$ cat config.mk
export PLATFORM = sky130hd
export DESIGN_NAME = mm_addr_gen_flat
export DESIGN_NICKNAME = d
export VERILOG_FILES = /design/src/rtl/mm_addr_gen_pkg.sv /design/src/rtl/mm_addr_gen_if.sv /design/src/rtl/mm_addr_gen_loop_cnt.sv /design/src/rtl/mm_addr_gen.sv /design/src/flat_wrapper.sv
export SDC_FILE = /design/constraint.sdc
export NUM_CORES = 1
export LEC_CHECK = 0
export ABC_AREA = 1
export BUFFER_PORTS_ARGS = -buffer_cell sky130_fd_sc_hd__buf_2
export CAP_MARGIN = 20
export CORE_UTILIZATION = 40
export DETAILED_ROUTE_END_ITERATION = 8
export PLACE_DENSITY = 0.58
export SLEW_MARGIN = 20
export SYNTH_ARGS = -nofsm -noshare
export SYNTH_HDL_FRONTEND = slang
export SYNTH_SLANG_ARGS = --single-unit
$ cat constraint.sdc
create_clock -name clk -period 3.9 [get_ports clk]
set_input_delay 0.585 -clock clk [delete_from_list [all_inputs] [get_ports clk]]
set_output_delay 0.585 -clock clk [all_outputs]
set_load 0.02 [all_outputs]
$ cat src/rtl/mm_addr_gen_pkg.sv
// Shared types and default widths for the MM address sequencer.
package mm_pkg;
    typedef enum logic [1:0] {IDLE, RUN, DONE} mm_state_e;

    localparam int IN_AW_DEF  = 11;
    localparam int W_AW_DEF   = 13;
    localparam int OUT_AW_DEF = 11;
    localparam int CI_W_DEF   = 8;
    localparam int CO_W_DEF   = 8;
    localparam int N_W_DEF    = 16;
endpackage

$ cat src/rtl/mm_addr_gen_if.sv
// Command/beat bundle between layer scheduler, mm_addr_gen and buffer controllers.
// MM_ADDR_GEN_PERF_EN adds the perf_beats/perf_stalls counters to the bundle.
interface mm_addr_gen_if
    import mm_pkg::*;
#(
    parameter int IN_AW  = IN_AW_DEF,
    parameter int W_AW   = W_AW_DEF,
    parameter int OUT_AW = OUT_AW_DEF,
    parameter int CI_W   = CI_W_DEF,
    parameter int CO_W   = CO_W_DEF,
    parameter int N_W    = N_W_DEF
);
    logic              cmd_valid;
    logic              cmd_ready;
    logic [IN_AW-1:0]  cmd_in_base;
    logic [W_AW-1:0]   cmd_w_base;
    logic [OUT_AW-1:0] cmd_out_base;
    logic [CI_W-1:0]   cmd_ci;
    logic [CO_W-1:0]   cmd_co;
    logic [N_W-1:0]    cmd_n;
    logic              abort;
    logic              beat_valid;
    logic              beat_ready;
    logic [IN_AW-1:0]  beat_in_addr;
    logic [W_AW-1:0]   beat_w_addr;
    logic [OUT_AW-1:0] beat_out_addr;
    logic              beat_first;
    logic              beat_last;
    logic              busy;
    logic              done;
`ifdef MM_ADDR_GEN_PERF_EN
    logic [31:0]       perf_beats;
    logic [31:0]       perf_stalls;

    modport slave (
        input  cmd_valid, cmd_in_base, cmd_w_base, cmd_out_base, cmd_ci, cmd_co, cmd_n,
               abort, beat_ready,
        output cmd_ready, beat_valid, beat_in_addr, beat_w_addr, beat_out_addr,
               beat_first, beat_last, busy, done, perf_beats, perf_stalls
    );
    modport master (
        output cmd_valid, cmd_in_base, cmd_w_base, cmd_out_base, cmd_ci, cmd_co, cmd_n,
               abort, beat_ready,
        input  cmd_ready, beat_valid, beat_in_addr, beat_w_addr, beat_out_addr,
               beat_first, beat_last, busy, done, perf_beats, perf_stalls
    );
`else
    modport slave (
        input  cmd_valid, cmd_in_base, cmd_w_base, cmd_out_base, cmd_ci, cmd_co, cmd_n,
               abort, beat_ready,
        output cmd_ready, beat_valid, beat_in_addr, beat_w_addr, beat_out_addr,
               beat_first, beat_last, busy, done
    );
    modport master (
        output cmd_valid, cmd_in_base, cmd_w_base, cmd_out_base, cmd_ci, cmd_co, cmd_n,
               abort, beat_ready,
        input  cmd_ready, beat_valid, beat_in_addr, beat_w_addr, beat_out_addr,
               beat_first, beat_last, busy, done
    );
`endif
endinterface

$ cat src/rtl/mm_addr_gen_loop_cnt.sv
// One level of the loop nest: counts 0..last, wraps to 0 and flags the wrap.
module mm_loop_cnt #(
    parameter int W = 8
) (
    input  logic         clk,
    input  logic         rst,
    input  logic         clr,
    input  logic         en,
    input  logic [W-1:0] last,
    output logic [W-1:0] cnt,
    output logic         wrap
);
    logic at_last;

    assign at_last = (cnt == last);
    assign wrap    = en && at_last;

    always_ff @(posedge clk) begin
        if (rst || clr) begin
            cnt <= '0;
        end else if (en) begin
            cnt <= at_last ? '0 : cnt + W'(1);
        end
    end
endmodule

$ cat src/rtl/mm_addr_gen.sv
// Matrix-multiply address sequencer: walks N x Co x Ci and emits one beat per MAC step.
// Optional build macro MM_ADDR_GEN_PERF_EN adds saturating beat/stall counters.
module mm_addr_gen
    import mm_pkg::*;
#(
    parameter int IN_AW  = IN_AW_DEF,
    parameter int W_AW   = W_AW_DEF,
    parameter int OUT_AW = OUT_AW_DEF,
    parameter int CI_W   = CI_W_DEF,
    parameter int CO_W   = CO_W_DEF,
    parameter int N_W    = N_W_DEF
) (
    input  logic         clk,
    input  logic         rst,
    mm_addr_gen_if.slave bus
);
    mm_state_e         state;
    logic [CI_W-1:0]   ci_r, ci_last;
    logic [CO_W-1:0]   co_last;
    logic [N_W-1:0]    n_last;
    logic [IN_AW-1:0]  in_row, in_addr, in_row_nxt;
    logic [W_AW-1:0]   w_base_r, w_addr;
    logic [OUT_AW-1:0] out_addr;
    logic              cmd_ready, beat_valid, beat_first, beat_last, busy, done;
    logic [CI_W-1:0]   i_cnt;
    logic [CO_W-1:0]   o_cnt;
    logic [N_W-1:0]    n_cnt;
    logic              i_wrap, o_wrap, n_wrap;
    logic              accept, fire, abort_run, zero_size, cnt_clr, cnt_en;
    logic              unused_cnt;

    assign accept     = bus.cmd_valid && cmd_ready;
    assign fire       = beat_valid && bus.beat_ready;
    assign abort_run  = bus.abort && (state != IDLE);
    assign zero_size  = (bus.cmd_ci == '0) || (bus.cmd_co == '0) || (bus.cmd_n == '0);
    // abort wins over a simultaneous handshake, so counters clear instead of stepping
    assign cnt_clr    = accept || abort_run;
    assign cnt_en     = fire && !abort_run;
    assign in_row_nxt = in_row + IN_AW'(ci_r);
    assign unused_cnt = ^{o_cnt, n_cnt};

    mm_loop_cnt #(.W(CI_W)) u_i_cnt (
        .clk(clk), .rst(rst), .clr(cnt_clr), .en(cnt_en),
        .last(ci_last), .cnt(i_cnt), .wrap(i_wrap)
    );
    mm_loop_cnt #(.W(CO_W)) u_o_cnt (
        .clk(clk), .rst(rst), .clr(cnt_clr), .en(i_wrap),
        .last(co_last), .cnt(o_cnt), .wrap(o_wrap)
    );
    mm_loop_cnt #(.W(N_W)) u_n_cnt (
        .clk(clk), .rst(rst), .clr(cnt_clr), .en(o_wrap),
        .last(n_last), .cnt(n_cnt), .wrap(n_wrap)
    );

    always_ff @(posedge clk) begin
        if (rst) begin
            state      <= IDLE;
            ci_r       <= '0;
            ci_last    <= '0;
            co_last    <= '0;
            n_last     <= '0;
            in_row     <= '0;
            in_addr    <= '0;
            w_base_r   <= '0;
            w_addr     <= '0;
            out_addr   <= '0;
            cmd_ready  <= 1'b0;
            beat_valid <= 1'b0;
            beat_first <= 1'b0;
            beat_last  <= 1'b0;
            busy       <= 1'b0;
            done       <= 1'b0;
        end else begin
            done <= 1'b0;
            case (state)
                IDLE: begin
                    cmd_ready <= 1'b1;
                    if (accept) begin
                        ci_r      <= bus.cmd_ci;
                        ci_last   <= bus.cmd_ci - CI_W'(1);
                        co_last   <= bus.cmd_co - CO_W'(1);
                        n_last    <= bus.cmd_n - N_W'(1);
                        in_row    <= bus.cmd_in_base;
                        in_addr   <= bus.cmd_in_base;
                        w_base_r  <= bus.cmd_w_base;
                        w_addr    <= bus.cmd_w_base;
                        out_addr  <= bus.cmd_out_base;
                        cmd_ready <= 1'b0;
                        busy      <= 1'b1;
                        if (zero_size) begin
                            state <= DONE;
                            done  <= 1'b1;
                        end else begin
                            state      <= RUN;
                            beat_valid <= 1'b1;
                            beat_first <= 1'b1;
                            beat_last  <= (bus.cmd_ci == CI_W'(1));
                        end
                    end
                end
                RUN: begin
                    if (abort_run || n_wrap) begin
                        state      <= DONE;
                        beat_valid <= 1'b0;
                        beat_first <= 1'b0;
                        beat_last  <= 1'b0;
                        done       <= 1'b1;
                    end else if (fire) begin
                        // next i is 0 exactly when this beat wrapped i
                        beat_first <= i_wrap;
                        beat_last  <= i_wrap ? (ci_last == '0) : ((i_cnt + CI_W'(1)) == ci_last);
                        if (o_wrap) begin
                            in_row   <= in_row_nxt;
                            in_addr  <= in_row_nxt;
                            w_addr   <= w_base_r;
                            out_addr <= out_addr + OUT_AW'(1);
                        end else if (i_wrap) begin
                            in_addr  <= in_row;
                            w_addr   <= w_addr + W_AW'(1);
                            out_addr <= out_addr + OUT_AW'(1);
                        end else begin
                            in_addr <= in_addr + IN_AW'(1);
                            w_addr  <= w_addr + W_AW'(1);
                        end
                    end
                end
                DONE: begin
                    state     <= IDLE;
                    busy      <= 1'b0;
                    cmd_ready <= 1'b1;
                end
                default: state <= IDLE;
            endcase
        end
    end

    assign bus.cmd_ready     = cmd_ready;
    assign bus.beat_valid    = beat_valid;
    assign bus.beat_in_addr  = in_addr;
    assign bus.beat_w_addr   = w_addr;
    assign bus.beat_out_addr = out_addr;
    assign bus.beat_first    = beat_first;
    assign bus.beat_last     = beat_last;
    assign bus.busy          = busy;
    assign bus.done          = done;

`ifdef MM_ADDR_GEN_PERF_EN
    logic [31:0] perf_beats, perf_stalls;

    always_ff @(posedge clk) begin
        if (rst || accept) begin
            perf_beats  <= '0;
            perf_stalls <= '0;
        end else begin
            if (fire && (perf_beats != '1)) begin
                perf_beats <= perf_beats + 32'd1;
            end
            if (beat_valid && !bus.beat_ready && (perf_stalls != '1)) begin
                perf_stalls <= perf_stalls + 32'd1;
            end
        end
    end

    assign bus.perf_beats  = perf_beats;
    assign bus.perf_stalls = perf_stalls;
`endif
endmodule
$ cat src/flat_wrapper.sv
// flat-port wrapper written by rule: the top's interface ports become plain ports
module mm_addr_gen_flat import mm_pkg::*;
#(
    parameter int IN_AW  = IN_AW_DEF,
    parameter int W_AW   = W_AW_DEF,
    parameter int OUT_AW = OUT_AW_DEF,
    parameter int CI_W   = CI_W_DEF,
    parameter int CO_W   = CO_W_DEF,
    parameter int N_W    = N_W_DEF
)
  (clk, rst, bus_cmd_valid, bus_cmd_in_base, bus_cmd_w_base, bus_cmd_out_base, bus_cmd_ci, bus_cmd_co, bus_cmd_n, bus_abort, bus_beat_ready, bus_cmd_ready, bus_beat_valid, bus_beat_in_addr, bus_beat_w_addr, bus_beat_out_addr, bus_beat_first, bus_beat_last, bus_busy, bus_done);
  mm_addr_gen_if #(.IN_AW(IN_AW), .W_AW(W_AW), .OUT_AW(OUT_AW), .CI_W(CI_W), .CO_W(CO_W), .N_W(N_W)) bus_i ();
  input  logic clk;
  input  logic rst;
  input wire logic [$bits(bus_i.cmd_valid)-1:0] bus_cmd_valid;
  input wire logic [$bits(bus_i.cmd_in_base)-1:0] bus_cmd_in_base;
  input wire logic [$bits(bus_i.cmd_w_base)-1:0] bus_cmd_w_base;
  input wire logic [$bits(bus_i.cmd_out_base)-1:0] bus_cmd_out_base;
  input wire logic [$bits(bus_i.cmd_ci)-1:0] bus_cmd_ci;
  input wire logic [$bits(bus_i.cmd_co)-1:0] bus_cmd_co;
  input wire logic [$bits(bus_i.cmd_n)-1:0] bus_cmd_n;
  input wire logic [$bits(bus_i.abort)-1:0] bus_abort;
  input wire logic [$bits(bus_i.beat_ready)-1:0] bus_beat_ready;
  output wire logic [$bits(bus_i.cmd_ready)-1:0] bus_cmd_ready;
  output wire logic [$bits(bus_i.beat_valid)-1:0] bus_beat_valid;
  output wire logic [$bits(bus_i.beat_in_addr)-1:0] bus_beat_in_addr;
  output wire logic [$bits(bus_i.beat_w_addr)-1:0] bus_beat_w_addr;
  output wire logic [$bits(bus_i.beat_out_addr)-1:0] bus_beat_out_addr;
  output wire logic [$bits(bus_i.beat_first)-1:0] bus_beat_first;
  output wire logic [$bits(bus_i.beat_last)-1:0] bus_beat_last;
  output wire logic [$bits(bus_i.busy)-1:0] bus_busy;
  output wire logic [$bits(bus_i.done)-1:0] bus_done;
  assign bus_i.cmd_valid = bus_cmd_valid;
  assign bus_i.cmd_in_base = bus_cmd_in_base;
  assign bus_i.cmd_w_base = bus_cmd_w_base;
  assign bus_i.cmd_out_base = bus_cmd_out_base;
  assign bus_i.cmd_ci = bus_cmd_ci;
  assign bus_i.cmd_co = bus_cmd_co;
  assign bus_i.cmd_n = bus_cmd_n;
  assign bus_i.abort = bus_abort;
  assign bus_i.beat_ready = bus_beat_ready;
  assign bus_cmd_ready = bus_i.cmd_ready;
  assign bus_beat_valid = bus_i.beat_valid;
  assign bus_beat_in_addr = bus_i.beat_in_addr;
  assign bus_beat_w_addr = bus_i.beat_w_addr;
  assign bus_beat_out_addr = bus_i.beat_out_addr;
  assign bus_beat_first = bus_i.beat_first;
  assign bus_beat_last = bus_i.beat_last;
  assign bus_busy = bus_i.busy;
  assign bus_done = bus_i.done;
  mm_addr_gen #(.IN_AW(IN_AW), .W_AW(W_AW), .OUT_AW(OUT_AW), .CI_W(CI_W), .CO_W(CO_W), .N_W(N_W)) u_core (.clk(clk), .rst(rst), .bus(bus_i));
endmodule
# Yosys cells after proc, flatten, opt, wreduce, memory -nomap -nowiden
# Cells that the tools add are included.
# op_classes
add_sub_neg,10
n_mul,0
div,0
magnitude_cmp,0
n_eq_ne,15
shifts,0
muxes,49
bitwise,0
reduce_logical,29
# op_table
cell,count
two-way mux 11 bit,13
case mux 11 bit (2 select lines),3
two-way mux 13 bit,4
case mux 13 bit (2 select lines),1
== test 8 bit,3
zero test 8 bit,3
"adder 11 x 1 -> 11 bit, second input constant",2
"adder 16 x 1 -> 16 bit, second input constant",1
"adder 8 x 1 -> 8 bit, second input constant",2
== test 16 bit,1
zero test 16 bit,1
two-way mux 16 bit,1
two-way mux 8 bit,2
"subtractor 16 x 1 -> 16 bit, second input constant",1
"subtractor 8 x 1 -> 8 bit, second input constant",2
two-way mux 1 bit,15
"adder 13 x 1 -> 13 bit, second input constant",1
case mux 1 bit (2 select lines),6
AND reduction 4 bit,3
adder 11 x 8 -> 11 bit,1
AND reduction 5 bit,2
"== test 8 x 1 -> 1 bit, second input constant",1
logical AND 1 bit,7
two-way mux 2 bit,3
other kinds (12),24
# totals
ff_bits,139
latchBits,0
ramBits,0
rom_bits,0
input_bits,72
out_inout_bits,41
word_cells,122
n_memories,0

# Logic depth before layout (Yosys ltp)
# Gate-level depths: netlist (run 1).
# depth
ltp_word,10
depth_mapped,15
depth_no_buf,15

# Cells and area by module
# A second synthesis (run 1) with hierarchy kept.
# hier_totals
hier_cells,1356
hier_area_um2,8688.3
# by_module_without_submodules
module,instances,cells_each,area_per_inst_um2,seq_area_each_um2
mm_addr_gen,1,963,6346.1,2142.1
mm_loop_cnt at u_core.u_n_cnt,1,215,1201.2,320.3
mm_loop_cnt at u_core.u_i_cnt ...,2,89,570.5,160.2

# Worst setup path before layout (run 1)
# Ideal clock, no wire load.
# synth_timing
path_type,input to register
startpoint,in bus_abort
endpoint,reg u_core.in_row[10]
setup_time_ps,113
t_arrival_ps,1818
t_required_ps,3787
setup_slack_ps,1969
cell_stages,13
path_buffers,1
cell_sequence,inv_1 nor2_1 nor2_2 nand3_4 nor2_8 nand2_4 nand2_4 nand2_4 nand3_1 buf_2 nand2_1 nand2_1 nor2_1
# synth_between
elab_chain_len,9
elab_cells_between_ends,10
classes_between,2 x eq/ne; 8 x reduce/logical
# synth_rtl
item,line,text
from (decl),flat_wrapper.sv:22,input wire logic [$bits(bus_i.abort)-1:0] bus_abort;
logical AND 1 bit (*),mm_addr_gen.sv:34,assign abort_run = bus.abort && (state != IDLE);
zero test 1 bit,mm_addr_gen.sv:38,assign cnt_en = fire && !abort_run;
logical AND 1 bit,mm_addr_gen.sv:38,
logical AND 1 bit (3 in series),mm_addr_gen_loop_cnt.sv:16,assign wrap = en && at_last;
logical OR 1 bit,mm_addr_gen.sv:102,if (abort_run || n_wrap) begin
!= test 2 bit (no line),--,
AND reduction 5 bit (no line) (*),--,
to (signal assigned),mm_addr_gen.sv:83,in_row <= bus.cmd_in_base;
to (signal assigned),mm_addr_gen.sv:113,in_row <= in_row_nxt;
to (decl),mm_addr_gen.sv:21,"logic [IN_AW-1:0] in_row, in_addr, in_row_nxt;"
# Mark *: on every way between the ends. The rest lies on a longest branch, timed or not.
# A chain may end at the register's enable or synchronous reset.

# Worst setup path in the final report (run 1)
# layout_timing
startpoint,reg u_core.u_i_cnt.cnt[3]
endpoint,reg u_core.in_row[4]
# layout_between
elab_chain_len,7
elab_cells_between_ends,8
classes_between,3 x eq/ne; 5 x reduce/logical
# layout_rtl
item,line,text
from (decl),mm_addr_gen_loop_cnt.sv:10,"output logic [W-1:0] cnt,"
from (signal assigned),mm_addr_gen_loop_cnt.sv:22,cnt <= at_last ? '0 : cnt + W'(1);
== test 8 bit (*),mm_addr_gen_loop_cnt.sv:15,assign at_last = (cnt == last);
logical AND 1 bit (*) (2 in series),mm_addr_gen_loop_cnt.sv:16,
logical AND 1 bit,mm_addr_gen_loop_cnt.sv:16,
logical OR 1 bit,mm_addr_gen.sv:102,
!= test 2 bit (no line),--,
AND reduction 5 bit (no line) (*),--,
# Marks and branches as above.

==> results of run 1 <==
==> state kept, by name, indices dropped and copies added, names as in the netlist <==
register,flops
u_core.bus.beat_first,1
u_core.bus.beat_in_addr,11
u_core.bus.beat_last,1
u_core.bus.beat_out_addr,11
u_core.bus.beat_valid,1
u_core.bus.beat_w_addr,13
u_core.bus.busy,1
u_core.bus.cmd_ready,1
u_core.bus.done,1
u_core.ci_last,8
u_core.ci_r,8
u_core.co_last,8
u_core.in_row,11
u_core.n_last,16
u_core.state,2
u_core.u_i_cnt.cnt,8
u_core.u_n_cnt.cnt,16
u_core.u_o_cnt.cnt,8
u_core.w_base_r,13
==> through the flow <==
| step | instance area [sq um] | util |
|---|---|---|
| floorplan | 8580 | - |
| CTS | 10000 | 0.477 |
| finish | 10000 | 0.477 |
| detailed placement | 9340 | 0.444 |
| global placement | 9340 | 0.444 |
| global route | 10000 | 0.477 |
==> layout make-up <==
cell class | instances | area share
timing repair buffer | 121 | 0.0639
inverter | 163 | 0.0611
clock inverter | 13 | 0.0236
tap | 275 | 0.0343
clock buffer | 19 | 0.0442
sequential | 139 | 0.278
multi-input combinational | 1007 | 0.495
antenna | 1 | 0.000250
==> cell usage in the layout (no fill, tap or decap), types with 5 or more instances in the layout <==
cell type | netlist | routed
sky130_fd_sc_hd__a21oi_1 | 59 | 59
sky130_fd_sc_hd__a31oi_1 | 10 | 10
sky130_fd_sc_hd__buf_2 | 13 | 112
sky130_fd_sc_hd__buf_4 | 2 | 8
sky130_fd_sc_hd__bufinv_16 | 0 | 6
sky130_fd_sc_hd__clkbuf_16 | 0 | 17
sky130_fd_sc_hd__dfxtp_1 | 139 | 139
sky130_fd_sc_hd__ha_1 | 21 | 21
sky130_fd_sc_hd__inv_1 | 157 | 156
sky130_fd_sc_hd__inv_2 | 4 | 5
sky130_fd_sc_hd__nand2_1 | 361 | 361
sky130_fd_sc_hd__nand3_1 | 79 | 79
sky130_fd_sc_hd__nand4_1 | 25 | 25
sky130_fd_sc_hd__nor2_1 | 223 | 222
sky130_fd_sc_hd__nor2_2 | 5 | 5
sky130_fd_sc_hd__nor3_1 | 29 | 29
sky130_fd_sc_hd__nor4_1 | 7 | 7
sky130_fd_sc_hd__o21ai_0 | 80 | 80
sky130_fd_sc_hd__or2_2 | 5 | 5
sky130_fd_sc_hd__xnor2_1 | 28 | 28
sky130_fd_sc_hd__xor2_1 | 39 | 39
==> Yosys cell counts, types with 4 or more instances <==
cell type | instances | share of area
sky130_fd_sc_hd__clkbuf_1 | 23 | 0.010
sky130_fd_sc_hd__a21oi_1 | 59 | 0.034
sky130_fd_sc_hd__nand2_4 | 4 | 0.0053
sky130_fd_sc_hd__or2_2 | 5 | 0.0036
sky130_fd_sc_hd__nand4_1 | 25 | 0.018
sky130_fd_sc_hd__a31oi_1 | 10 | 0.0073
sky130_fd_sc_hd__ha_1 | 21 | 0.031
sky130_fd_sc_hd__o211ai_1 | 4 | 0.0035
sky130_fd_sc_hd__nor3_1 | 29 | 0.017
sky130_fd_sc_hd__dfxtp_1 | 139 | 0.32
sky130_fd_sc_hd__nand3_1 | 79 | 0.046
sky130_fd_sc_hd__inv_1 | 157 | 0.069
sky130_fd_sc_hd__o21ai_0 | 80 | 0.047
sky130_fd_sc_hd__xnor2_1 | 28 | 0.029
sky130_fd_sc_hd__nand2_1 | 361 | 0.16
sky130_fd_sc_hd__nor2_1 | 223 | 0.098
sky130_fd_sc_hd__buf_1 | 7 | 0.0031
sky130_fd_sc_hd__xor2_1 | 39 | 0.040
sky130_fd_sc_hd__nor4_1 | 7 | 0.0051
sky130_fd_sc_hd__buf_2 | 13 | 0.0076
sky130_fd_sc_hd__o21a_1 | 4 | 0.0035
sky130_fd_sc_hd__inv_2 | 4 | 0.0018
sky130_fd_sc_hd__nor2_2 | 5 | 0.0036
==> per-layer routing <==
layer,part of all wire,vias up,routed length (microns)
li1,-,4485,-
met4,0.010,0,231
met2,0.43,150,9920
met1,0.51,3710,11900
met3,0.046,20,1050
met5,0,-,0
==> kinds of logic after synthesis <==
| group | synth area share |
|---|---|
| AOI/OAI and AO/OA | 0.104 |
| xor gates and xnor gates | 0.0703 |
| adders and majority gates | 0.0330 |
| buffers and inverters | 0.0982 |
| DFF | 0.324 |
| muxes | 0.00233 |
| and+or+nand+nor | 0.368 |
==> worst max-delay path by stage <==
stage	startpoint	end	slack, ps	cells past startpoint
global placement	bus_abort	u_core.in_row[1]	1070	12
CTS	u_core.u_i_cnt.cnt[3]	u_core.in_row[9]	1150	13
global route	u_core.u_i_cnt.cnt[3]	u_core.in_row[5]	820	14
detailed placement	bus_abort	u_core.in_row[9]	960	12
finish	u_core.u_i_cnt.cnt[3]	u_core.in_row[4]	1130	14
floorplan	bus_abort	u_core.in_row[10]	1970	13
==> power groups by stage <==
| stage | Combinational, uW | Clock [uW] | Sequential, uW |
|---|---|---|---|
| CTS | 854 | 1920 | 1640 |
| global route | 971 | 1990 | 1660 |
| finish | 849 | 1890 | 1640 |
| global placement | 840 | 0 | 1670 |
| detailed placement | 847 | 0 | 1670 |
| floorplan | 560 | 0 | 1710 |
==> flow_summary.json, run 1 <==
{
  "run_status": "completed",
  "finalPower_uw": 4380,
  "htree_num_levels": 4,
  "netSwitchingPower_uw": 1320,
  "synth_seq_area_share": 0.324,
  "number_of_buffers_added_by_the_clock_tree_synthesis_step": 17,
  "first_pass_grt_wire_length_mm": 37.8,
  "drt_iter0_drc": 456,
  "setup_violations": 0,
  "layout.nets": 1543,
  "post_route_cells_drive_above_1_share": 0.122,
  "final_period_minus_worst_setup_slack_ps": 2770,
  "arrival_worst_endpoint_ps": 3130,
  "setup.worst_path.class": "flop to flop",
  "drc_errors": 0,
  "r2r-end": "u_core.in_row[4]",
  "ff2ff_path_depth": 14,
  "total_leakage_power_uw": 0.00477,
  "fp.coreArea_sq_um": 21000,
  "critPathLaunchType": "flop",
  "drt_first_pass_iters": 8,
  "wl_mm": 23.1,
  "syn_area_sq_um": 8580,
  "cts_resized": 0,
  "hold_path_depth": 2,
  "skew_ps": 9.84,
  "placement_rows": 53,
  "critical_path.max_fanout": 22,
  "synth_area_per_inst_sq_um": 6.32,
  "path_cells": "inv_1 > nand2_1 > nand2_1 > nand2_1 > nor2_1 > nand3_4 > nor2_8 > nor2_1 > buf_4 > clkinv_1 > nand3_1 > nand2_1 > nand2_1 > nor2_1",
  "clk_transition_reported_paths_ps": 60,
  "viasPerCell": 4.81,
  "cpPeakStageDelay_ps": 560,
  "p_sw_frac": 0.302,
  "global_route.usage.met1": 0.312,
  "grt_util_met2": 0.326,
  "dieArea_sq_um": 22000,
  "place_hpwl_mm": 16.6,
  "routedWlPerCell_microns": 13.3,
  "timing.hold.worst_endpoint": "u_core.co_last[0]",
  "start_of_the_worst_register_to_register_path": "u_core.u_i_cnt.cnt[3]",
  "pwr_density_cell_nw_per_um2": 437,
  "grt_overflow_total": 0,
  "io_buffer_count": 112,
  "cell_internal_pwr_uw": 3060,
  "regToRegSetupSlack_ps": 1130,
  "fin_setup_tns_ps": 0,
  "critPathBufInv": 3,
  "use_met3": 0.0451,
  "synth_nets": 1451,
  "hold_path_class": "input pin to flop",
  "netlist_instances": 1357,
  "first_global_vias": 7647,
  "clk-insertion-delay-late_ps": 430,
  "layout_setup_ws_ps": 1130,
  "gp_routability_congestion": 0.828,
  "ys_async_sr_fraction": 0,
  "synth-edff-count": 0,
  "worst_hold_slack_ps": 348,
  "ctsLongestPathBuffers": 2,
  "share_seq_of_total_power": 0.375,
  "grt_max_degree": 62,
  "timing.final.hold_violations": 0,
  "route.vias.total": 8365,
  "ys.warnings.count": 0,
  "postSynthRegisterBits": 139,
  "number_of_buffers_inserted_by_post_cts_setup_repair": 0,
  "critPathMostFrequentCell": "sky130_fd_sc_hd__nand2_1",
  "timing.final.crit_share": 0.711,
  "timing_worst_slew_pin_value_ps": 804,
  "min-delay-start": "bus_cmd_co[0]",
  "pre_cts_slack_ps": 965,
  "cts_tree": "done",
  "final.fill_count": 2183,
  "hold_buffers": 0,
  "number_of_antenna_violations_at_the_first_check_in_global_routing": 1,
  "clock_tree.root_cell": "sky130_fd_sc_hd__clkbuf_16",
  "initial_utilization": 0.408,
  "placed_cells": 1705,
  "multi_input_area_sq_um": 4960,
  "regArea_sq_um": 2780,
  "maxCapViolCount": 0,
  "ir_drop_uv": 281,
  "cp_top_family": "simple AND/OR/NAND/NOR gates",
  "die-height_microns": 148,
  "ant_nets": 0,
  "io_count": 113,
  "worst_slew_margin_rel": 0.459,
  "cp_slowest_cell": "sky130_fd_sc_hd__nand3_1",
  "slew_violations": 0,
  "grt.total_usage": 0.216,
  "power.combinational.fraction": 0.194,
  "clkSinkCount": 139,
  "layout-area-overhead-vs-synth_pct": 16.8,
  "clk_network_pwr_share": 0.431,
  "finalNonFillerCells": 1738,
  "worst_ep_required_time_ps": 4260,
  "netlist-cell-type-count": 43,
  "maximum_operating_frequency_mhz": 360,
  "grt_setup_unrepaired": "no",
  "global_route.peak_usage_layer": "met2",
  "chipWidth_microns": 148,
  "synth_top_flop_cell": "sky130_fd_sc_hd__dfxtp_1",
  "timing.critical_path.to_type": "flop"
}
Note: power is estimated with default switching activity, not from simulation.
==> run 2, diff against run 1 <==
--- a/config.mk
+++ b/config.mk
@@ -5,7 +5,7 @@
 export SDC_FILE = /design/constraint.sdc
 export NUM_CORES = 1
 export LEC_CHECK = 0
-export ABC_AREA = 1
+export ABC_AREA = 0
 export BUFFER_PORTS_ARGS = -buffer_cell sky130_fd_sc_hd__buf_2
 export CAP_MARGIN = 20
 export CORE_UTILIZATION = 40
==> constraint.sdc (replaced) <==
create_clock -name clk -period 2.6 [get_ports clk]
set_input_delay 0.39 -clock clk [delete_from_list [all_inputs] [get_ports clk]]
set_output_delay 0.39 -clock clk [all_outputs]
set_load 0.02 [all_outputs]
==> run 2 against run 1 <==
Effect of this change:
- sequential cell count unchanged
- largest power group unchanged
- fmax up 14%
- non-clock buffer count rose by 41
- die area decreased by 7.6%
- utilization up 1.7 points
- critical path type unchanged
- clock-buffer cell count is 1 higher
- area after synthesis down 7.7%
- cell count is 20% lower
==> flow_summary.json, run 2 <==
{
  "hold_buffers": 0,
  "min-delay-start": "bus_cmd_n[0]",
  "syn_area_sq_um": 7910,
  "critPathLaunchType": "flop",
  "worst_slew_margin_rel": 0.329,
  "critPathMostFrequentCell": "sky130_fd_sc_hd__o31ai_1",
  "synth.area.top_cells": "sky130_fd_sc_hd__dfxtp_1 35%, sky130_fd_sc_hd__xor2_1 7.0%, sky130_fd_sc_hd__nand2_1 6.8%",
  "path_cells": "xor2_1 > and4bb_2 > nand3_1 > o31ai_1 > buf_4 > a21boi_4 > o31ai_1 > a32o_1",
  "io_count": 113,
  "ff2ff_path_depth": 8,
  "ys_async_sr_fraction": 0,
  "drt_iter0_drc": 463,
  "regToRegSetupSlack_ps": 170,
  "start_of_the_worst_register_to_register_path": "u_core.u_i_cnt.cnt[7]",
  "timing.final.crit_share": 0.935,
  "skew_ps": 10.2,
  "placement_rows": 51,
  "grt.total_usage": 0.230,
  "ir_drop_uv": 505,
  "die-height_microns": 143,
  "mostFrequentLayoutCells": "143 x sky130_fd_sc_hd__nand2_1, 139 x sky130_fd_sc_hd__dfxtp_1, 112 x sky130_fd_sc_hd__buf_2, 97 x sky130_fd_sc_hd__nor2_1, 75 x sky130_fd_sc_hd__a21oi_1",
  "critical_path.max_fanout": 24,
  "layout.cell_area.non_filler_sq_um": 9580,
  "clk-insertion-delay-late_ps": 430,
  "gp_routability_congestion": 0.867,
  "ant_nets": 0,
  "layout.nets": 1214,
  "cp_top_family": "compound AO/OA/AOI/OAI gates",
  "wl_mm": 22.5,
  "ctsLongestPathBuffers": 2,
  "antenna-diode-count": 0,
  "timing.final.hold_violations": 0,
  "cts_tree": "done",
  "cpPeakStageDelay_ps": 640,
  "initial_utilization": 0.408,
  "htree_num_levels": 4,
  "viasPerCell": 5.41,
  "final_period_minus_worst_setup_slack_ps": 2430,
  "place_hpwl_mm": 15.2,
  "grt_max_degree": 84,
  "drt_first_pass_iters": 5,
  "first_global_vias": 7101,
  "grt_overflow_total": 0,
  "grt_setup_unrepaired": "no",
  "cp_slowest_cell": "sky130_fd_sc_hd__a21boi_4",
  "fp.coreArea_sq_um": 19400,
  "total_leakage_power_uw": 0.00395,
  "timing.hold.worst_endpoint": "u_core.n_last[0]",
  "number_of_antenna_violations_at_the_first_check_in_global_routing": 0,
  "hold_path_depth": 2,
  "netlist.top_cell.by_area": "sky130_fd_sc_hd__dfxtp_1",
  "synth_nets": 1095,
  "synth_area_per_inst_sq_um": 7.91,
  "hold_path_class": "input pin to flop",
  "pwr_density_cell_nw_per_um2": 602,
  "run_status": "completed",
  "timing_worst_slew_pin_value_ps": 1010,
  "clk_transition_reported_paths_ps": 60,
  "cell_with_the_most_instances_after_synthesis": "sky130_fd_sc_hd__nand2_1",
  "maximum_operating_frequency_mhz": 411,
  "ys.warnings.count": 0,
  "layout.cells.most_common": "sky130_fd_sc_hd__nand2_1",
  "detailed_place.area_sq_um": 8950,
  "clock_tree.root_cell": "sky130_fd_sc_hd__clkbuf_16",
  "route.vias.total": 7568,
  "synth_top_cells_by_count": "144 x sky130_fd_sc_hd__nand2_1, 139 x sky130_fd_sc_hd__dfxtp_1, 97 x sky130_fd_sc_hd__nor2_1, 76 x sky130_fd_sc_hd__a21oi_1, 63 x sky130_fd_sc_hd__xor2_1",
  "maxCapViolCount": 0,
  "first_pass_grt_wire_length_mm": 36.4,
  "netlist_instances": 1001,
  "pre_cts_slack_ps": -72.0,
  "r2r-end": "u_core.bus.beat_w_addr[8]",
  "routedWlPerCell_microns": 16.1,
  "dieArea_sq_um": 20400,
  "synth_largest_type_area_fraction": 0.352,
  "synth-edff-count": 0,
  "worst_ep_required_time_ps": 2920,
  "layout_setup_ws_ps": 168,
  "netlist-cell-type-count": 70,
  "io_buffer_count": 112,
  "synth_seq_area_share": 0.352,
  "number_of_buffers_added_by_the_clock_tree_synthesis_step": 17,
  "setup.worst_path.class": "flop to flop",
  "top_regs": "u_core.n_last: 16 flops, u_core.u_n_cnt.cnt: 16 flops",
  "timing.critical_path.to_type": "flop",
  "post_route_cells_drive_above_1_share": 0.196,
  "arrival_worst_endpoint_ps": 2750,
  "final.fill_count": 1973,
  "chipWidth_microns": 143,
  "slew_violations": 0,
  "layout-area-overhead-vs-synth_pct": 21.1,
  "drc_errors": 0,
  "setup_violations": 0,
  "synth_top_flop_cell": "sky130_fd_sc_hd__dfxtp_1",
  "critPathBufInv": 1,
  "postSynthRegisterBits": 139,
  "clkSinkCount": 139
}
[run 2: repair_timing]
| action | 4_1_cts | 5_1_grt |
|---|---|---|
| pin swaps | 1 | 1 |
| gates resized for setup | 1 | 4 |
| setup endpoints to repair | 6 | 5 |
| gates cloned | 1 | 0 |
| buffers inserted | 0 | 0 |
[run 2: worst max-delay path by stage]
stage / slack [ps] / startpoint / depth (start not counted) / endpoint
floorplan: 330 / u_core.in_row[0] / 9 / u_core.bus.beat_in_addr[10]
global placement: -30 / u_core.u_i_cnt.cnt[7] / 8 / u_core.bus.beat_w_addr[8]
detailed placement: -70 / u_core.u_i_cnt.cnt[7] / 8 / u_core.bus.beat_w_addr[8]
CTS: 80 / u_core.in_row[0] / 10 / u_core.bus.beat_in_addr[10]
global route: 10 / u_core.in_row[0] / 10 / u_core.bus.beat_in_addr[10]
finish: 170 / u_core.u_i_cnt.cnt[7] / 8 / u_core.bus.beat_w_addr[8]
[run 2: cell type report]
type	instances	area, sq um	share of cell area
inverters	18	67.6	0.00705
clock buffers	20	467	0.0487
multi-input cells	782	4840	0.505
flip-flops and latches	139	2780	0.290
well taps	265	332	0.0346
clock inverters	12	121	0.0127
repair buffers	162	973	0.102
[run 2: stage by stage]
stage / total power, uW / instances / utilization / setup TNS, ps / hold WS, ps
after floorplan: 3000 / 1001 / - / 0 / 436
after global placement: 3360 / 1365 / 0.461 / -28.9 / 443
after detailed placement: 3360 / 1365 / 0.461 / -94.6 / 448
after CTS: 5800 / 1398 / 0.493 / 0 / 173
after global routing: 6010 / 1398 / 0.494 / 0 / 195
final: 5770 / 1398 / 0.494 / 0 / 188
[run 2: logic make-up after synthesis]
kind of cell	share of synthesized area
buffers and inverters	0.0455
XOR/XNOR	0.114
AO/OA/AOI/OAI	0.202
flip-flops	0.352
multiplexers	0.0128
AND/OR/NAND/NOR	0.238
adder cells (fa/ha/maj)	0.0357
[run 2: report_power, final]
group / internal [uW] / total (uW) / switching [uW] / leakage [uW]
registers: 2250 / 2370 / 116 / 0.00113
clock network: 1480 / 2440 / 963 / 0.000287
logic: 372 / 965 / 593 / 0.00253
[run 2: per-layer routing]
| layer | up-vias | wire [microns] | track usage | share of wire |
|---|---|---|---|---|
| li1 | 3823 | - | - | - |
| met1 | 3525 | 10500 | 0.299 | 0.46 |
| met2 | 184 | 10400 | 0.377 | 0.46 |
| met3 | 36 | 1220 | 0.0389 | 0.054 |
| met4 | 0 | 448 | 0.0894 | 0.020 |
| met5 | - | 0 | 0 | 0 |
[run 2: worst reg2reg max path, cell delays in order, from the launching register on]
cell,delay [ps]
sky130_fd_sc_hd__dfxtp_1,350
sky130_fd_sc_hd__xor2_1,260
sky130_fd_sc_hd__and4bb_2,300
sky130_fd_sc_hd__nand3_1,100
sky130_fd_sc_hd__o31ai_1,90
sky130_fd_sc_hd__buf_4,170
sky130_fd_sc_hd__a21boi_4,640
sky130_fd_sc_hd__o31ai_1,170
sky130_fd_sc_hd__a32o_1,240
==> run 3, diff against run 2 <==
==> constraint.sdc (replaced) <==
create_clock -name clk -period 2.6 [get_ports clk]
set_input_delay 0.39 -clock clk [delete_from_list [all_inputs] [get_ports clk]]
set_output_delay 0.39 -clock clk [all_outputs]
set_load 0.05 [all_outputs]
==> run 3 against run 2 <==
Effect of this change:
- register-to-register slack worse by 50 ps
- clock-buffer cell count is 1 lower
- cell area shrank 0.31%
- setup slack worse by 51 ps
- non-clock buffer count unchanged
- fmax is 2.0% lower
- worst hold slack got worse by 3.9 ps
- via count decreased by 0.38%
- global-route usage shrank 0.33 points
- sequential power barely moved
- die area unchanged
- critical path depth increased by 2
==> flow_summary.json, run 3 (synthesized netlist as in run 2, its figures left out) <==
{
  "post_route_cells_drive_above_1_share": 0.193,
  "cp_top_family": "compound AO/OA/AOI/OAI gates",
  "wl_mm": 22.2,
  "layout.cell_area.non_filler_sq_um": 9550,
  "mostFrequentLayoutCells": "143 x sky130_fd_sc_hd__nand2_1, 139 x sky130_fd_sc_hd__dfxtp_1, 112 x sky130_fd_sc_hd__buf_2, 97 x sky130_fd_sc_hd__nor2_1, 76 x sky130_fd_sc_hd__a21oi_1",
  "clock_tree.root_cell": "sky130_fd_sc_hd__clkbuf_16",
  "cpPeakStageDelay_ps": 420,
  "grt_overflow_total": 0,
  "layout.cells.most_common": "sky130_fd_sc_hd__nand2_1",
  "critical_path.startpoint": "u_core.in_row[0]",
  "setup_violations": 0,
  "htree_num_levels": 4,
  "fp.coreArea_sq_um": 19400,
  "grt_max_degree": 84,
  "clk_network_pwr_share": 0.405,
  "netSwitchingPower_uw": 1740,
  "die-height_microns": 143,
  "critical_path.max_fanout": 4,
  "timing.final.hold_violations": 0,
  "placed_cells": 1365,
  "first_global_vias": 6996,
  "antenna-diode-count": 0,
  "initial_utilization": 0.408,
  "layout.nets": 1214,
  "ctsLongestPathBuffers": 2,
  "cell_internal_pwr_uw": 4040,
  "run_status": "completed",
  "clkSinkCount": 139,
  "drc_errors": 0,
  "number_of_buffers_inserted_by_post_cts_setup_repair": 0,
  "io_count": 113,
  "maximum_operating_frequency_mhz": 403,
  "fin_setup_tns_ps": 0,
  "setup.worst_path.class": "flop to flop",
  "number_of_buffers_added_by_the_clock_tree_synthesis_step": 17,
  "ir_drop_uv": 474,
  "cp_slowest_cell": "sky130_fd_sc_hd__fa_1",
  "timing_worst_slew_pin_value_ps": 1020,
  "layout-area-overhead-vs-synth_pct": 20.7,
  "io_buffer_count": 112,
  "pre_cts_slack_ps": -64.4,
  "critPathMostFrequentCell": "sky130_fd_sc_hd__a21oi_1",
  "skew_ps": 6.74,
  "number_of_antenna_violations_at_the_first_check_in_global_routing": 1,
  "first_pass_grt_wire_length_mm": 35.8,
  "start_of_the_worst_register_to_register_path": "u_core.in_row[0]",
  "pwr_density_cell_nw_per_um2": 606,
  "grt.total_usage": 0.226,
  "power.combinational.fraction": 0.185,
  "grt_setup_unrepaired": "no",
  "critPathLaunchType": "flop",
  "r2r-end": "u_core.bus.beat_in_addr[10]",
  "drt_first_pass_iters": 5,
  "arrival_worst_endpoint_ps": 2750,
  "maxCapViolCount": 0,
  "clk_transition_reported_paths_ps": 60,
  "hold_path_class": "input pin to flop",
  "critPathBufInv": 1,
  "timing.final.crit_share": 0.955,
  "total_leakage_power_uw": 0.00393,
  "cts_tree": "done",
  "crit_path_end": "u_core.bus.beat_in_addr[10]",
  "path_cells": "ha_1 > fa_1 > a21oi_1 > o211ai_1 > o41ai_1 > buf_4 > nand3b_1 > xnor2_1 > a31oi_1 > a21oi_1",
  "ant_nets": 0,
  "slew_violations": 0,
  "drt_iter0_drc": 403,
  "layout_setup_ws_ps": 118,
  "p_sw_frac": 0.301,
  "route.vias.total": 7539,
  "ff2ff_path_depth": 10,
  "worst_ep_required_time_ps": 2870,
  "routedWlPerCell_microns": 15.9,
  "final_core_util": 0.492,
  "gp_routability_congestion": 0.854,
  "placement_rows": 51,
  "dieArea_sq_um": 20400,
  "timing.critical_path.depth": 10,
  "timing.critical_path.to_type": "flop",
  "final.fill_count": 2022,
  "finalNonFillerCells": 1398,
  "share_seq_of_total_power": 0.409,
  "detailed_place.area_sq_um": 8950,
  "place_hpwl_mm": 15.2,
  "worst_slew_margin_rel": 0.319,
  "viasPerCell": 5.39,
  "final_period_minus_worst_setup_slack_ps": 2480,
  "clk-insertion-delay-late_ps": 420,
  "top_regs": "u_core.n_last: 16 flops, u_core.u_n_cnt.cnt: 16 flops",
  "chipWidth_microns": 143,
  "regToRegSetupSlack_ps": 120
}
run 3: worst min-delay path by stage:
stage                   startpoint                   to  slack (ps)  depth (start not counted)
2_1_floorplan  u_core.w_base_r[11]  u_core.w_base_r[11]         440                          2
3_5_place_dp    u_core.w_base_r[6]   u_core.w_base_r[6]         450                          2
6_report              bus_cmd_n[0]     u_core.n_last[0]         180                          2
4_1_cts               bus_cmd_n[0]     u_core.n_last[0]         170                          2
3_3_place_gp   u_core.w_base_r[12]  u_core.w_base_r[12]         440                          2
5_1_grt               bus_cmd_n[0]     u_core.n_last[0]         190                          2
run 3: repair_timing:
item,4_1_cts,5_1_grt
resized for setup,1,2
pin swaps,1,0
hold buffers,0,0
gates cloned,1,0
hold endpoints to repair,0,0
endpoints found under the setup margin,5,2
run 3: worst register-to-register path, cell delays in order, from the launching register on:
cell and delay (ps):
sky130_fd_sc_hd__dfxtp_1 320, sky130_fd_sc_hd__ha_1 250, sky130_fd_sc_hd__fa_1 420, sky130_fd_sc_hd__a21oi_1 190
sky130_fd_sc_hd__o211ai_1 180, sky130_fd_sc_hd__o41ai_1 290, sky130_fd_sc_hd__buf_4 190, sky130_fd_sc_hd__nand3b_1 150
sky130_fd_sc_hd__xnor2_1 80, sky130_fd_sc_hd__a31oi_1 180, sky130_fd_sc_hd__a21oi_1 90
run 3: stage by stage:
| stage | total power (uW) | hold slack (ps) |
|---|---|---|
| 2_1_floorplan | 3110 | 436 |
| 3_3_place_gp | 3470 | 443 |
| 3_5_place_dp | 3470 | 448 |
| 4_1_cts | 5840 | 169 |
| 5_1_grt | 6060 | 190 |
| 6_report | 5780 | 184 |
run 3: layout make-up:
cell class / instances / area, sq um / share of cell area
multi-input combinational: 782 / 4830 / 0.505
sequential: 139 / 2780 / 0.291
timing repair buffer: 162 / 973 / 0.102
clock buffer: 19 / 443 / 0.0464
tap: 265 / 332 / 0.0347
clock inverter: 13 / 126 / 0.0132
inverter: 18 / 67.6 / 0.00707
run 3: layer usage:
metal / GRT usage / vias to the layer above / wire (microns)
met2: 0.374 / 181 / 10200
met5: 0 / - / 0
met3: 0.0359 / 40 / 1020
li1: - / 3807 / -
met1: 0.294 / 3511 / 10500
met4: 0.0883 / 0 / 486
run 3: power groups by stage:
stage	Combinational, uW	Sequential [uW]	Clock (uW)
final	1070	2370	2350
after global routing	1180	2380	2500
after CTS	1080	2370	2400
after detailed placement	1060	2410	0
after global placement	1060	2410	0
after floorplan	558	2550	0
